[config.mk]
export PLATFORM = sky130hd
export DESIGN_NAME = ps2_host_tx_flat
export DESIGN_NICKNAME = d
export VERILOG_FILES = /design/src/rtl/ps2_host_tx_pkg.sv /design/src/rtl/ps2_host_tx_if.sv /design/src/rtl/ps2_host_tx_sync_edge.sv /design/src/rtl/ps2_host_tx.sv /design/src/flat_wrapper.sv
export SDC_FILE = /design/constraint.sdc
export NUM_CORES = 1
export LEC_CHECK = 0
export CAP_MARGIN = 5
export CORE_ASPECT_RATIO = 2
export CORE_UTILIZATION = 58
export CTS_BUF_LIST = sky130_fd_sc_hd__clkbuf_8 sky130_fd_sc_hd__clkbuf_16
export CTS_CLUSTER_SIZE = 12
export DETAILED_ROUTE_END_ITERATION = 10
export PLACE_DENSITY = 0.82
export SYNTH_ARGS = -nofsm -noshare
export SYNTH_HDL_FRONTEND = slang
export SYNTH_SLANG_ARGS = --single-unit
[constraint.sdc]
create_clock -name clk -period 2.1 [get_ports clk]
set_input_delay 0.315 -clock clk [delete_from_list [all_inputs] [get_ports clk]]
set_output_delay 0.315 -clock clk [all_outputs]
set_load 0.01 [all_outputs]
[src/rtl/ps2_host_tx_pkg.sv]
// Shared types and constants for the PS/2 host transmit path.
package ps2_pkg;

  typedef enum logic [2:0] {
    IDLE,
    INHIBIT,
    START,
    DATA,
    PARITY,
    ACK,
    WAIT_IDLE
  } ps2_state_e;

  // bit0..bit7, parity, stop, device ack
  localparam int PS2_FRAME_EDGES = 11;

  localparam logic [7:0] CMD_SET_LED = 8'hED;
  localparam logic [7:0] CMD_RESET   = 8'hFF;
  localparam logic [7:0] RSP_ACK     = 8'hFA;

  // Extra attempts after the first failure when retry is built in.
  localparam int MAX_RETRIES = 2;

  // Odd parity: the frame carries an odd number of ones over data + parity.
  function automatic logic odd_parity(input logic [7:0] b);
    return ~^b;
  endfunction

endpackage

[src/rtl/ps2_host_tx_if.sv]
// Command handshake between a client and the PS/2 host transmitter.
// valid/ready: a byte transfers on a clock edge where tx_valid && tx_ready;
// tx_data must be stable while tx_valid is high; tx_valid is ignored while busy.
// tx_done/tx_err are single-cycle pulses; state is the live FSM state.
interface ps2_host_tx_if;
  import ps2_pkg::*;

  logic [7:0] tx_data;
  logic       tx_valid;
  logic       tx_ready;
  logic       busy;
  logic       tx_done;
  logic       tx_err;
  ps2_state_e state;

  modport master (output tx_data, tx_valid,
                  input  tx_ready, busy, tx_done, tx_err, state);
  modport slave  (input  tx_data, tx_valid,
                  output tx_ready, busy, tx_done, tx_err, state);
endinterface

[src/rtl/ps2_host_tx_sync_edge.sv]
// Multi-stage synchronizer for one PS/2 line plus a falling-edge detector.
// Idle PS/2 lines are high, so the chain resets to ones.
module ps2_sync_edge #(
  parameter int STAGES = 2
) (
  input  logic clk,
  input  logic rst,
  input  logic d_i,
  output logic q_o,
  output logic fall_o
);

  logic [STAGES-1:0] sync_q;
  logic              prev_q;

  // Shift the raw pin through the chain and remember the last synced level.
  always_ff @(posedge clk or posedge rst) begin
    if (rst) begin
      sync_q <= '1;
      prev_q <= 1'b1;
    end else begin
      sync_q <= (sync_q << 1) | STAGES'(d_i);
      prev_q <= sync_q[STAGES-1];
    end
  end

  assign q_o    = sync_q[STAGES-1];
  assign fall_o = prev_q & ~sync_q[STAGES-1];

endmodule

[src/rtl/ps2_host_tx.sv]
// PS/2 host-to-device transmitter: inhibits the bus, sends a start bit, then
// shifts data/parity/stop on device clock falling edges and checks the ACK.
// Build option PS2_TX_RETRY_EN: a NACK or timeout restarts the frame with the
// same byte up to two more times before reporting the error.
module ps2_host_tx
  import ps2_pkg::*;
#(
  parameter int CLK_HZ         = 50_000_000,
  parameter int INHIBIT_CYCLES = CLK_HZ / 10_000,
  parameter int TIMEOUT_CYCLES = (CLK_HZ / 1000) * 15,
  parameter int SYNC_STAGES    = 2
) (
  input  logic           clk,
  input  logic           rst,
  ps2_host_tx_if.slave   bus,
  input  logic           ps2_clk_in,
  input  logic           ps2_data_in,
  output logic           ps2_clk_oe,
  output logic           ps2_data_oe
);

  localparam int INH_W = $clog2(INHIBIT_CYCLES + 1);
  localparam int TMO_W = $clog2(TIMEOUT_CYCLES + 1);
  localparam logic [INH_W-1:0] INH_LAST = INH_W'(INHIBIT_CYCLES - 1);
  localparam logic [TMO_W-1:0] TMO_LAST = TMO_W'(TIMEOUT_CYCLES - 1);

  ps2_state_e       state_q, state_d;
  logic [8:0]       frame_q, frame_d;   // {parity, data}, indexed LSB first
  logic [3:0]       bit_q, bit_d;
  logic [INH_W-1:0] inh_q, inh_d;
  logic [TMO_W-1:0] tmo_q, tmo_d;
  logic             data_oe_q, data_oe_d;
  logic             err_pend_q, err_pend_d;
  logic             done_q, done_d;
  logic             err_q, err_d;
  logic             finish, fail;
`ifdef PS2_TX_RETRY_EN
  logic [1:0]       retry_q, retry_d;
`endif

  logic clk_s, clk_fall, data_s;

  ps2_sync_edge #(.STAGES(SYNC_STAGES)) u_clk_sync (
    .clk(clk), .rst(rst), .d_i(ps2_clk_in), .q_o(clk_s), .fall_o(clk_fall)
  );

  ps2_sync_edge #(.STAGES(SYNC_STAGES)) u_data_sync (
    .clk(clk), .rst(rst), .d_i(ps2_data_in), .q_o(data_s), .fall_o()
  );

  // State and datapath registers; reset releases both bus lines at once.
  always_ff @(posedge clk or posedge rst) begin
    if (rst) begin
      state_q    <= IDLE;
      frame_q    <= '0;
      bit_q      <= '0;
      inh_q      <= '0;
      tmo_q      <= '0;
      data_oe_q  <= 1'b0;
      err_pend_q <= 1'b0;
      done_q     <= 1'b0;
      err_q      <= 1'b0;
`ifdef PS2_TX_RETRY_EN
      retry_q    <= '0;
`endif
    end else begin
      state_q    <= state_d;
      frame_q    <= frame_d;
      bit_q      <= bit_d;
      inh_q      <= inh_d;
      tmo_q      <= tmo_d;
      data_oe_q  <= data_oe_d;
      err_pend_q <= err_pend_d;
      done_q     <= done_d;
      err_q      <= err_d;
`ifdef PS2_TX_RETRY_EN
      retry_q    <= retry_d;
`endif
    end
  end

  // Next-state logic; timeout is applied after the per-state actions so it wins.
  always_comb begin
    state_d    = state_q;
    frame_d    = frame_q;
    bit_d      = bit_q;
    inh_d      = inh_q;
    tmo_d      = '0;
    data_oe_d  = data_oe_q;
    err_pend_d = err_pend_q;
    done_d     = 1'b0;
    err_d      = 1'b0;
    finish     = 1'b0;
    fail       = 1'b0;
`ifdef PS2_TX_RETRY_EN
    retry_d    = retry_q;
`endif
    case (state_q)
      IDLE: begin
        if (bus.tx_valid) begin
          state_d    = INHIBIT;
          frame_d    = {odd_parity(bus.tx_data), bus.tx_data};
          inh_d      = '0;
          err_pend_d = 1'b0;
          data_oe_d  = 1'b0;
`ifdef PS2_TX_RETRY_EN
          retry_d    = '0;
`endif
        end
      end
      INHIBIT: begin
        inh_d = inh_q + 1'b1;
        if (inh_q == INH_LAST) begin
          data_oe_d = 1'b1;           // start bit
          state_d   = START;
        end
      end
      START: begin
        tmo_d = tmo_q + 1'b1;
        if (clk_fall) begin
          data_oe_d = ~frame_q[0];
          bit_d     = 4'd1;
          state_d   = DATA;
        end
      end
      DATA: begin
        tmo_d = tmo_q + 1'b1;
        if (clk_fall) begin
          data_oe_d = ~frame_q[bit_q];
          if (bit_q == 4'd8) state_d = PARITY;
          else               bit_d   = bit_q + 4'd1;
        end
      end
      PARITY: begin
        tmo_d = tmo_q + 1'b1;
        if (clk_fall) begin
          data_oe_d = 1'b0;           // stop bit: release the line
          state_d   = ACK;
        end
      end
      ACK: begin
        tmo_d = tmo_q + 1'b1;
        if (clk_fall) begin
          err_pend_d = data_s;        // device pulls data low to acknowledge
          state_d    = WAIT_IDLE;
        end
      end
      WAIT_IDLE: begin
        tmo_d = tmo_q + 1'b1;
        if (clk_s && data_s) begin
          finish = 1'b1;
          fail   = err_pend_q;
        end
      end
      default: state_d = IDLE;
    endcase

    if ((state_q inside {START, DATA, PARITY, ACK, WAIT_IDLE}) && (tmo_q == TMO_LAST)) begin
      finish = 1'b1;
      fail   = 1'b1;
    end

    if (finish) begin
`ifdef PS2_TX_RETRY_EN
      if (fail && (retry_q != 2'(MAX_RETRIES))) begin
        retry_d    = retry_q + 2'd1;
        state_d    = INHIBIT;
        inh_d      = '0;
        data_oe_d  = 1'b0;
        err_pend_d = 1'b0;
      end else
`endif
      begin
        state_d   = IDLE;
        data_oe_d = 1'b0;
        done_d    = 1'b1;
        err_d     = fail;
      end
    end
  end

  assign ps2_clk_oe   = (state_q == INHIBIT);
  assign ps2_data_oe  = data_oe_q | ((state_q == INHIBIT) && (inh_q == INH_LAST));
  assign bus.tx_ready = (state_q == IDLE);
  assign bus.busy     = (state_q != IDLE);
  assign bus.tx_done  = done_q;
  assign bus.tx_err   = err_q;
  assign bus.state    = state_q;

endmodule
[src/flat_wrapper.sv]
// flat-port wrapper written by rule: the top's interface ports become plain ports
module ps2_host_tx_flat import ps2_pkg::*;
#(
  parameter int CLK_HZ         = 50_000_000,
  parameter int INHIBIT_CYCLES = CLK_HZ / 10_000,
  parameter int TIMEOUT_CYCLES = (CLK_HZ / 1000) * 15,
  parameter int SYNC_STAGES    = 2
)
  (clk, rst, ps2_clk_in, ps2_data_in, ps2_clk_oe, ps2_data_oe, bus_tx_data, bus_tx_valid, bus_tx_ready, bus_busy, bus_tx_done, bus_tx_err, bus_state);
  ps2_host_tx_if bus_i ();
  input  logic clk;
  input  logic rst;
  input  logic ps2_clk_in;
  input  logic ps2_data_in;
  output logic ps2_clk_oe;
  output logic ps2_data_oe;
  input wire logic [$bits(bus_i.tx_data)-1:0] bus_tx_data;
  input wire logic [$bits(bus_i.tx_valid)-1:0] bus_tx_valid;
  output wire logic [$bits(bus_i.tx_ready)-1:0] bus_tx_ready;
  output wire logic [$bits(bus_i.busy)-1:0] bus_busy;
  output wire logic [$bits(bus_i.tx_done)-1:0] bus_tx_done;
  output wire logic [$bits(bus_i.tx_err)-1:0] bus_tx_err;
  output wire logic [$bits(bus_i.state)-1:0] bus_state;
  assign bus_i.tx_data = bus_tx_data;
  assign bus_i.tx_valid = bus_tx_valid;
  assign bus_tx_ready = bus_i.tx_ready;
  assign bus_busy = bus_i.busy;
  assign bus_tx_done = bus_i.tx_done;
  assign bus_tx_err = bus_i.tx_err;
  assign bus_state = bus_i.state;
  ps2_host_tx #(.CLK_HZ(CLK_HZ), .INHIBIT_CYCLES(INHIBIT_CYCLES), .TIMEOUT_CYCLES(TIMEOUT_CYCLES), .SYNC_STAGES(SYNC_STAGES)) u_core (.clk(clk), .rst(rst), .bus(bus_i), .ps2_clk_in(ps2_clk_in), .ps2_data_in(ps2_data_in), .ps2_clk_oe(ps2_clk_oe), .ps2_data_oe(ps2_data_oe));
endmodule
Word level (Yosys, flattened, before mapping)
Cells that the tools add are included.

Word-level logic and storage cells: 98. Output and inout bits: 9. Input bits: 13. Bits in registers: 58.

Reduce and logical (&&, ||, !) cells: 18. $add $sub $neg: 3. Order comparisons: 1. Bitwise logic cells: 7. Multiplexer cells: 35. Equality and inequality tests: 22.

Operators with widths (number): one-hot mux 13 bit (2 select lines) (1); two-way mux 3 bit (8); one-hot mux 3 bit (7 select lines) (1); adder 20 x 1 -> 20 bit (second input constant) (1); == test 20 bit (second input constant) (1); two-way mux 20 bit (1); != test 3 x 1 -> 1 bit (second input constant) (6); two-way mux 1 bit (16); adder 13 x 1 -> 13 bit (second input constant) (1); == test 13 bit (second input constant) (1); two-way mux 13 bit (1); two-way mux 4 bit (3); == test 3 bit (second input constant) (3); != test 2 x 1 -> 1 bit (second input constant) (4); one-hot mux 4 bit (2 select lines) (1); AND reduction 8 bit (1); XNOR reduction 8 bit (1); == test 3 x 2 -> 1 bit (second input constant) (2); AND reduction 6 bit (1); nonzero test 2 bit (3); nonzero test 6 bit (1); < comparator 4 x 5 -> 1 bit (second input constant) (1); one-hot mux 1 bit (5 select lines) (1); nonzero test 5 bit (1); other kinds (18) (25).

Logic depth before layout (Yosys ltp)
Depth after elaboration: 6. Mapped depth: 8. Gate-level depth less buffers: 7.

Modules after synthesis
A second synthesis with hierarchy kept.

Cell total of the unflattened synthesis: 308. Area total of the unflattened synthesis: 3120.5 sq um.

Modules (own cells, without submodules): ps2_host_tx (instances 1, seq. area each 1326.3 sq um, area an instance 2927.8 sq um, cells each 298); ps2_sync_edge (instances 2, seq. area each 78.8 sq um, area an instance 96.3 sq um, cells each 5).

Worst setup path before layout
No wires, ideal clock.

Path kind: reg2reg. From: reg u_core.state_q[1], in the netlist u_core.bus.state[1]. To: reg u_core.inh_q[11]. Buffers on the path: 2. Data required time: 1.971 ns. Stages on the path, launching flop included: 7. Period minus slack after synthesis: 1.877 ns. Slack: 0.223 ns. Data arrival time: 1.747 ns. Setup time: 0.129 ns. Path through: dfrtp_1 buf_2 nor3_1 nand2_1 buf_2 o211ai_1 o31ai_1.

Word-level cells in the longest chain between the ends: 3. Elaborated cells on any way between the ends: 6. Those cells by class: eq/ne: 2; mux: 1; reduce/logical: 3.

Ends and longest elaborated chain: start, declared (line ps2_host_tx.sv:27) `ps2_state_e state_q, state_d;`; start signal, assigned (line ps2_host_tx.sv:67) `state_q <= state_d;`; logical NOT 3 bit *; via bus_tx_ready (line flat_wrapper.sv:19) `output wire logic [$bits(bus_i.tx_ready)-1:0] bus_tx_ready;`; != test 2 bit (no line) / nonzero test 2 bit (equally long branches); AND reduction 2 bit (no line); end signal, assigned (line ps2_host_tx.sv:70) `inh_q <= inh_d;`; end, declared (line ps2_host_tx.sv:30) `logic [INH_W-1:0] inh_q, inh_d;`.

Mark *: on every way through the listed nets, which the timed path passes. The rest lies on a longest branch. A chain may end at the register's enable or synchronous reset.

Worst setup path in the final report
From: reg u_core.state_q[0], in the netlist u_core.bus.state[0]. To: out bus_busy.

Word-level cells in the longest chain between the ends: 1.

Ends and longest elaborated chain: nonzero test 3 bit (line ps2_host_tx.sv:185) `assign bus.busy = (state_q != IDLE);`; end, declared (line flat_wrapper.sv:20) `output wire logic [$bits(bus_i.busy)-1:0] bus_busy;`.

Every way passes these cells.

==> results_dict.tcl <==
set metrics [dict create \
    status "finished clean" \
    skew_ns 0.01031 \
    cts_tree "built" \
    ys_seq_area_share_pct 49.60 \
    drive_above_1_share_pct 14.67 \
    synthArstFlopShare_pct 100.0 \
    path_clk_slew_ns 0.07 \
    r2r-start "u_core.bus.state[1]" \
    dieHeight_um 102.7 \
    clock_latency_ns 0.34 \
    fmax_ghz 0.5039 \
    slew_headroom_pct 57.77 \
    cts_buffer_depth 2 \
    synth.net_count 311 \
    ant_nets 0 \
    synth_top_cell_by_area "dfrtp_1" \
    gp_congestion 0.8499 \
    synthesis.area_um2 2939 \
    crit_path_max_fanout 11 \
    slew_violations 0 \
    place_hpwl_mm 4.289 \
    root_buffer "clkbuf_8" \
    hold_path.class "input pin to asynchronous set/reset pin" \
    nNetsFinal 346 \
    worst_ir_drop_vdd_mv 0.7297 \
    grt_overflow 0 \
    rr_endpoint "u_core.inh_q[9]" \
    cpMaxStageDelayCell "clkdlybuf4s50_1" \
    drv_cap 0 \
    power_density_nw_per_um2 1150 \
    rrSetupSlack_ns 0.27 \
    antenna_cells 0 \
    min_period_over_period_pct 94.51 \
    start_kind "register" \
    synth_top_area_share_pct 45.13 \
    cp_cell_sequence "buf_4, nor3_4, inv_1, clkdlybuf4s50_1" \
    portBuffers 21 \
    synth-seq-cells 58 \
    synth_edf_count 0 \
    start_util_pct 60.42 \
    seq_area_um2 1458 \
    rows 36 \
    tightest_slew_ns 0.6282 \
    fillerInstances 355 \
    drc 0 \
    grt_pass1_wl_mm 10.15 \
    ctsHoldBuffers 0 \
    whs_ns 0.3354 \
    arrival_ns 1.67 \
    syn_to_final_growth_pct 18.69 \
    wl_per_cell_um 15.62 \
    critPathLaunch "u_core.bus.state[0]" \
    r2r_cells 6 \
    dr.pass1.iters 4 \
    crit_type "register to primary output" \
    tns_ns 0 \
    grt_start_max_net_pins 59 \
    avgViaCountPerCell 6.038 \
    yosysUniqueCellTypes 52 \
    ios 22 \
    vias 2361 \
    yosysWarnings 0 \
    fp.dieW_um 52.34 \
    cpPeakStageDelay_ns 0.47 \
    period_needed_ns 1.985 \
    first_iter_violations 59 \
    p_leak_nw 1.526 \
    grt_pass1_vias 2253 \
    setup_viol 0 \
    critPathRequiredTime_ns 1.78 \
    hold_viol_final 0 \
    worst_setup_path_end_kind "primary output" \
    core_um2 4865 \
    grt_use_total_pct 26.40 \
    grt_setup_unrepaired "no" \
    htree_levels 3 \
    antenna_found_initial 0 \
    syn_inst 294 \
    routed_wl_mm 6.109 \
    synth_area_leaders "dfrtp_1 45%, xor2_1 4.8%, o21ai_0 4.6%" \
    synth_flop_cell "dfrtp_1" \
    clock-sinks 58 \
    cts_made_buffers 9 \
    synth.avg_cell_area_um2 9.997 \
    multi_input_area_um2 1416 \
    dieArea_um2 5373 \
]
worst max path at each step:
stage,slack (ns),to
after floorplan,0.22,u_core.inh_q[11]
after global placement,0.17,ps2_data_oe
after detailed placement,0.12,ps2_data_oe
after CTS,0.01,bus_tx_ready
after global routing,0.03,bus_busy
final,0.12,bus_busy
where the power goes:
group	leakage [nW]	switching, W	internal, W	total (W)
clock	0.107	0.000428	0.000548	0.000976
sequential	0.758	0.000213	0.00135	0.00157
combinational	0.661	0.000795	0.000673	0.00147
total	1.53	0.00144	0.00258	0.00401
metal layers:
metal | wire length [um] | GRT usage, %
met2 | 3370 | 45.08
met5 | 0 | 0
met4 | 239 | 15.18
met3 | 190 | 7.670
met1 | 2309 | 27.96
cell usage after synthesis, drive strengths merged (3+ instances only):
cell type	n
buf	4
and3	3
nand2b	4
dfstp	5
inv	9
nand4	12
mux2	8
nor4	3
and4	4
mux2i	4
clkbuf	5
nand2	27
o21ai	27
ha	4
dfrtp	53
nor2b	3
xnor2	9
o211ai	3
nor2	32
a21oi	4
nor3	4
o31ai	5
xor2	16
nand3	18
sequential cells by signal, indices dropped and copies added (netlist names), 2 cells and up:
signal	count
u_core.frame_q	9
u_core.u_clk_sync.sync_q	2
u_core.bit_q	4
u_core.bus.state	3
u_core.inh_q	13
u_core.tmo_q	20
u_core.u_data_sync.sync_q	2
metrics by stage:
stage                     power, W  instances  cell area [um^2]  setup WS, ns  util [%]
final                     0.004011        391              3488        0.1154     71.71
after global routing      0.004287        391              3488       0.03242     71.71
after CTS                 0.004000        390              3463       0.01073     71.19
after detailed placement  0.003011        374              3264        0.1193     67.10
after global placement    0.002952        374              3264        0.1744     67.10
after floorplan           0.002524        294              2939        0.2234         -
worst max-delay path: cells and delay by family (launching register included):
kind	cells	cell delay, ns
buf+inv	3	0.71
flops	1	0.38
simple gates	1	0.23
area by class of cell:
class / instances / share of cell area, %
clock buffer: 13 / 5.129
clock inverter: 3 / 0.3945
inverter: 10 / 1.076
multi-input combinational: 217 / 40.60
sequential: 58 / 41.79
tap: 57 / 2.044
timing repair buffer: 33 / 8.967
kinds of logic after synthesis:
group,after synthesis,share of synthesized area [%]
adder cells (fa/ha/maj),4,1.703
buffers and inverters,19,3.022
flip-flops,58,49.60
XOR/XNOR,25,7.450
multiplexers,13,5.194
AO/OA/AOI/OAI,52,10.90
AND/OR/NAND/NOR,123,22.14
placed cells by master, fill, tap and decap left out, types with 3 or more instances in the layout:
master,instances
dfrtp_1,53
nor2_1,32
nand2_1,27
o21ai_0,26
clkdlybuf4s50_1,18
nand3_1,17
xor2_1,16
clkbuf_8,13
nand4_1,12
buf_4,11
inv_1,9
xnor2_1,9
mux2_2,8
o31ai_1,5
dfstp_2,5
nand2b_1,4
mux2i_1,4
and4_1,4
a21oi_1,4
nor2b_1,3
and3_1,3
o211ai_1,3
ha_1,3
what timing repair did:
item	in CTS	in global routing
resized for setup	3	6
buffers inserted	0	1
pin swaps	0	0
setup endpoints to repair	3	4
Note: power is estimated with default switching activity, not from simulation.
